[config.mk]
export PLATFORM = sky130hd
export DESIGN_NAME = ad7606_frame_reader
export DESIGN_NICKNAME = d
export VERILOG_FILES = /design/src/rtl/ad7606_frame_reader.sv
export SDC_FILE = /design/constraint.sdc
export NUM_CORES = 1
export LEC_CHECK = 0
export BUFFER_PORTS_ARGS = -buffer_cell sky130_fd_sc_hd__buf_2
export CAP_MARGIN = 20
export CORE_AREA = 2 2 219 221
export DETAILED_ROUTE_END_ITERATION = 8
export DIE_AREA = 0 0 221 223
export GPL_ROUTABILITY_DRIVEN = 1
export GPL_TIMING_DRIVEN = 1
export PLACE_DENSITY = 0.58
export SYNTH_ARGS = -nofsm -noshare
export SYNTH_HDL_FRONTEND = slang
export SYNTH_SLANG_ARGS = --single-unit
[constraint.sdc]
create_clock -name clk -period 5.2 [get_ports clk]
set_input_delay 0.26 -clock clk [delete_from_list [all_inputs] [get_ports clk]]
set_output_delay 0.26 -clock clk [all_outputs]
set_load 0.02 [all_outputs]
[src/rtl/ad7606_frame_reader.sv]
// AD7606-family controller: standby/reset sequencing, conversion start, BUSY handshake and
// serial readout over one or two DOUT lanes, assembled into one parallel frame.
module ad7606_frame_reader #(
    parameter int unsigned CHANNELS     = 8,
    parameter int unsigned BITS         = 16,
    parameter int unsigned DOUT_LINES   = 2,
    parameter int unsigned SCLK_HALF    = 2,
    parameter int unsigned RESET_CYCLES = 4,
    parameter int unsigned CONV_LOW     = 2,
    parameter int unsigned AUTO_PERIOD  = 0,
    parameter int unsigned BUSY_TIMEOUT = 255
) (
    input  logic                     clk,
    input  logic                     n_rst,
    input  logic                     power,
    input  logic                     start,
    input  logic                     busy,
    input  logic                     douta,
    input  logic                     doutb,
    output logic                     conv,
    output logic                     n_cs,
    output logic                     sclk,
    output logic                     reset,
    output logic                     stby,
    output logic [CHANNELS*BITS-1:0] frame,
    output logic                     frame_valid,
    output logic                     err
);

    localparam int unsigned FW        = CHANNELS * BITS;
    localparam int unsigned LW        = FW / DOUT_LINES;
    localparam int unsigned EDGES     = 2 * LW;
    localparam int unsigned HALF_LAST = SCLK_HALF - 1;
    localparam int unsigned AUTO_LAST = AUTO_PERIOD - 1;

    typedef enum logic [2:0] {
        StOff, StReset, StIdle, StConv, StWaitHi, StWaitLo, StRead, StDone
    } state_e;

    state_e          state_q, state_d;
    logic [31:0]     cnt_q, cnt_d;
    logic [31:0]     half_q, half_d;
    logic [31:0]     tog_q, tog_d;
    logic [31:0]     auto_q, auto_d;
    logic            sclk_q, sclk_d;
    logic            err_q, err_d;
    logic [FW-1:0]   sh_q, sh_d;
    logic [FW-1:0]   frame_q, frame_d;
    logic [FW-1:0]   sh_shifted;
    logic            auto_fire;

    // Shift register holds channel 0 in its top word once a readout completes; with two
    // lanes the upper half is fed by douta and the lower half by doutb.
    if (DOUT_LINES == 2) begin : g_two_lanes
        assign sh_shifted = {sh_q[FW-2:LW], douta, sh_q[LW-2:0], doutb};
    end else begin : g_one_lane
        logic unused_doutb;
        assign sh_shifted   = {sh_q[FW-2:0], douta};
        assign unused_doutb = doutb;
    end

    assign auto_fire = (AUTO_PERIOD != 0) && (auto_q == AUTO_LAST);

    always_comb begin
        state_d = state_q;
        cnt_d   = cnt_q;
        half_d  = half_q;
        tog_d   = tog_q;
        sclk_d  = sclk_q;
        sh_d    = sh_q;
        frame_d = frame_q;
        err_d   = 1'b0;

        if (state_q == StOff || state_q == StReset) begin
            auto_d = '0;
        end else if (auto_q != AUTO_LAST) begin
            auto_d = auto_q + 32'd1;
        end else begin
            auto_d = auto_q;
        end

        unique case (state_q)
            StOff: begin
                if (power) begin
                    state_d = StReset;
                    cnt_d   = '0;
                end
            end
            StReset: begin
                if (cnt_q == RESET_CYCLES - 1) begin
                    state_d = StIdle;
                    cnt_d   = '0;
                end else begin
                    cnt_d = cnt_q + 32'd1;
                end
            end
            StIdle: begin
                if (start || auto_fire) begin
                    state_d = StConv;
                    cnt_d   = '0;
                    auto_d  = '0;
                end
            end
            StConv: begin
                if (cnt_q == CONV_LOW - 1) begin
                    state_d = StWaitHi;
                    cnt_d   = '0;
                end else begin
                    cnt_d = cnt_q + 32'd1;
                end
            end
            StWaitHi: begin
                if (busy) begin
                    state_d = StWaitLo;
                    cnt_d   = '0;
                end else if (cnt_q == BUSY_TIMEOUT) begin
                    state_d = StIdle;
                    err_d   = 1'b1;
                end else begin
                    cnt_d = cnt_q + 32'd1;
                end
            end
            StWaitLo: begin
                if (!busy) begin
                    state_d = StRead;
                    half_d  = '0;
                    tog_d   = '0;
                    sclk_d  = 1'b1;
                end else if (cnt_q == BUSY_TIMEOUT) begin
                    state_d = StIdle;
                    err_d   = 1'b1;
                end else begin
                    cnt_d = cnt_q + 32'd1;
                end
            end
            StRead: begin
                // tog_q runs past EDGES twice: once for the n_cs hold, once for the gap to DONE.
                if (tog_q == EDGES + 1) begin
                    state_d = StDone;
                    for (int unsigned k = 0; k < CHANNELS; k++) begin
                        frame_d[k*BITS +: BITS] = sh_q[(CHANNELS-1-k)*BITS +: BITS];
                    end
                end else if (half_q == HALF_LAST) begin
                    half_d = '0;
                    tog_d  = tog_q + 32'd1;
                    if (tog_q < EDGES) begin
                        sclk_d = ~sclk_q;
                        if (!sclk_q) begin
                            sh_d = sh_shifted;
                        end
                    end
                end else begin
                    half_d = half_q + 32'd1;
                end
            end
            StDone: begin
                state_d = StIdle;
            end
        endcase

        if (!power) begin
            state_d = StOff;
            cnt_d   = '0;
            half_d  = '0;
            tog_d   = '0;
            auto_d  = '0;
            sclk_d  = 1'b1;
            err_d   = 1'b0;
        end
    end

    always_ff @(posedge clk) begin
        if (!n_rst) begin
            state_q <= StOff;
            cnt_q   <= '0;
            half_q  <= '0;
            tog_q   <= '0;
            auto_q  <= '0;
            sclk_q  <= 1'b1;
            err_q   <= 1'b0;
            sh_q    <= '0;
            frame_q <= '0;
        end else begin
            state_q <= state_d;
            cnt_q   <= cnt_d;
            half_q  <= half_d;
            tog_q   <= tog_d;
            auto_q  <= auto_d;
            sclk_q  <= sclk_d;
            err_q   <= err_d;
            sh_q    <= sh_d;
            frame_q <= frame_d;
        end
    end

    assign conv        = (state_q != StConv);
    assign n_cs        = !((state_q == StRead) && (tog_q <= EDGES));
    assign sclk        = sclk_q;
    assign reset       = (state_q == StReset);
    assign stby        = (state_q != StOff);
    assign frame       = frame_q;
    assign frame_valid = (state_q == StDone);
    assign err         = err_q;

endmodule

==> impl_results.md <==
* Status: complete, no violations
* IO buf count at 141
* Unique masters post-synth at 52
* Hold violation total from the final report at 0
* Hold depth at 2
* Initial antenna violation count at 0
* Clk pwr share at about half
* Max-cap violations at 0
* Clock-pin transition on the worst setup and hold timing paths at 0.06 ns
* Lkg Pwr at 5.95 nW
* First-pass iteration count of the detailed router at 5
* Grt ovf at 0
* Die area at roughly 50000 um2
* Met2 Use GR at between 20% and 30%
* R2r worst-path depth at 8
* Net Sw Power at 1.18 mW
* Pwr Density at 330 nW/um2
* Number of fill cells at 4899
* Crit Path Max Fanout at 82
* Placer Congestion at 0.781
* Initial Utilization at between 30% and 40%
* First-pass GRT wire length at roughly 56000 um
* Slew at the pin closest to its max-slew limit at roughly 1 ns
* Multiplexer area fraction after synthesis at less than 1%
* Area of the mapped netlist at 14500 um2
* Yosys warns at 0
* Sw Ratio at 20.9%
* Mapped Cells at ~1700
* Total number of vias at 11798
* Number of synthesized flops with an enable pin at 0
* Layout cells sized above 1 at 12.4%
* Area delta synth->final at 17.9%
* Area leader, netlist: dfxtp_1
* Seq pwr share at about half
* Final Skew at 0.0181 ns
* Worst slew margin at 31.6%
* HP Class: input port to flip-flop
* Post-synthesis sequential area ratio at 49.5%
* Hold WS at 0.100 ns
* Vias in the first global route at roughly 11000
* Final WL at ~34000 um
* Largest net degree at the start of global routing at 102
* Top cell type's share of synthesized area at 49.5%
* Compound-Gate Fraction of Synth Area at 16.4%
* Combinational family with the most area after synthesis: simple AND/OR/NAND/NOR gates
* Final setup viols at 0
* Comb pwr share at 1.5%
* Post-DR wirelength/cell at 13.8 um
* DRC Markers at 0
* CORE AREA at 47100 um2
* Multi-input gate area at 6870 um2
* #FFs+latches synth at 357
* Post-Syn Area per Cell at about 8.3 um2
* Vias per Instance at around 4.8
* Post-synth ARST share at 0%
* Worst-Skew Late Latency at between 0.5 and 0.6 ns
* CTS tree: built
* Critical path arrival at 3.76 ns
* XOR/XNOR Fraction of Synth Area at 4.30%
* Number of clock sinks at 357
* Root Driver: clkbuf_16
* Post-Synth Simple-Gate Area at 25.8%
* Rows at 80
* Post-CTS Resized at 0
* Total CTS buffers at 39
* # Post-CTS Setup Buffers at 0
* RSZ-0062 raised after global routing: no
* Post-Synth Adder-Cell Area at 0.606%
* Post-layout min period at between 3 and 4 ns
* Int Pwr at 4.45 mW
* CP Capture Type: flip-flop
* Die width at between 200 and 250 um
* WP data required at 5.66 ns
* 1st-iter DRT viols at 657
* Global route hottest layer: met2
* Slew Limit Fails at 0
* Max IR drop VDD at 0.000207 V
* Nets@finish at roughly 1800
* Hpwl dp at between 20000 and 25000 um
* Flop-to-flop setup slack at 1.90 ns
* GRT Total Usage at between 10% and 20%
* Met1 Track Usage GR at 17.8%
* Die Ht at 223 um
* H-tree depth at 2
* ANT nets after route at 0
* Hold Buf Count CTS at 3
* Final setup TNS at 0 ns
* Met3 Usage GRT at around 3.2%
* Max Buffers Root-to-Sink at 3
* Max Freq at 303 MHz
* Startpoint types: flip-flop
* Reg area at 7150 um2
* Final Cycle Share at 63.4%
* Syn_nets at 1756
* Top cells by area, synth: dfxtp_1 (49%), nand2_1 (15%), a21boi_0 (13%)
* Main synth FF type: dfxtp_1
* Critical Setup Path Class: flip-flop to flip-flop
* Top-level port count at 142
cells by family after synthesis:
kind of cell,Yosys count
buffers and inverters,123
XOR/XNOR,71
AO/OA/AOI/OAI,325
AND/OR/NAND/NOR,857
adder cells (fa/ha/maj),7
flip-flops,357
multiplexers,2
worst max-delay path, stage by stage, from the launching register on:
cell      delay, ns
dfxtp_1        0.35
nor3_1         0.29
nand4_1        0.29
nor3_1         0.40
nand2b_1       0.35
or3_4          0.81
buf_4          0.44
nand2_1        0.09
a21boi_0       0.16
stage by stage:
stage / setup slack, ns / util (%) / total power [mW] / instance area (um2) / std cells
after floorplan: 2.74 / - / 2.86 / 14500 / 1742
after global placement: 1.99 / 33.2 / 2.88 / 15600 / 2399
after detailed placement: 1.90 / 33.2 / 2.88 / 15700 / 2400
after CTS: 1.87 / 36.0 / 5.74 / 17000 / 2473
after global routing: 1.45 / 36.1 / 5.84 / 17000 / 2476
final: 1.90 / 36.1 / 5.63 / 17000 / 2477
power by group through the flow:
stage / clock network (mW) / registers [mW] / logic, mW
CTS: 2.91 / 2.74 / 0.0874
finish: 2.81 / 2.74 / 0.0861
floorplan: 0 / 2.80 / 0.0640
detailed placement: 0 / 2.80 / 0.0854
global placement: 0 / 2.80 / 0.0820
global route: 3.01 / 2.74 / 0.0934
state kept, by name, indices dropped and copies added (netlist names):
register	flops
cnt_q	32
frame	128
state_q	3
tog_q	32
half_q	32
sclk	1
err	1
sh_q	128
cells in the mapped netlist (7+ instances only):
cell / n
dfxtp_1: 357
and2_1: 9
a21boi_0: 256
nor3_1: 9
ha_1: 7
nand2_1: 564
nand3b_1: 12
nor2_1: 90
and3_1: 30
xnor2_1: 10
nand4_1: 36
nor4_1: 20
and4_1: 10
a21oi_1: 23
clkbuf_1: 107
inv_1: 11
or3_1: 16
xor2_1: 61
o21ai_0: 16
a31oi_1: 7
nand3_1: 40
cell type report:
| class | instances | share of cell area (%) |
|---|---|---|
| Antenna cell | 1 | 0.0147 |
| Clock buffer | 58 | 6.74 |
| Timing Repair Buffer | 161 | 5.37 |
| Clock inverter | 12 | 0.896 |
| Multi-Input combinational cell | 1262 | 40.3 |
| Inverter | 11 | 0.242 |
| Sequential cell | 357 | 41.9 |
| Tap cell | 615 | 4.52 |
path summary, 6_finish.rpt:
kind               end      start
max            sh_q[5]   tog_q[2]
min               sclk      n_rst
max reg2reg    sh_q[5]   tog_q[2]
min reg2reg  frame[85]  frame[85]
layer usage:
| layer | routed length (um) | share of wire [%] |
|---|---|---|
| met1 | 16400 | 48 |
| met2 | 15600 | 45 |
| met3 | 1510 | 4.4 |
| met4 | 756 | 2.2 |
| met5 | 0 | 0 |
cells in the final DEF (no fill, tap or decap), types with 4 or more instances in the layout:
cell       count
nand2_1      564
dfxtp_1      357
a21boi_0     256
buf_2        141
nor2_1        89
xor2_1        61
nand3_1       40
clkbuf_16     40
nand4_1       36
and3_1        30
a21oi_1       23
nor4_1        20
or3_1         15
o21ai_0       14
buf_4         13
nand3b_1      12
inv_1         11
and4_1        10
xnor2_1       10
clkbuf_1      10
and2_1         9
nor3_1         8
clkbuf_8       8
a31oi_1        7
ha_1           7
clkinv_2       6
nor3b_1        4
a311oi_1       4
Note: power is estimated with default switching activity, not from simulation.
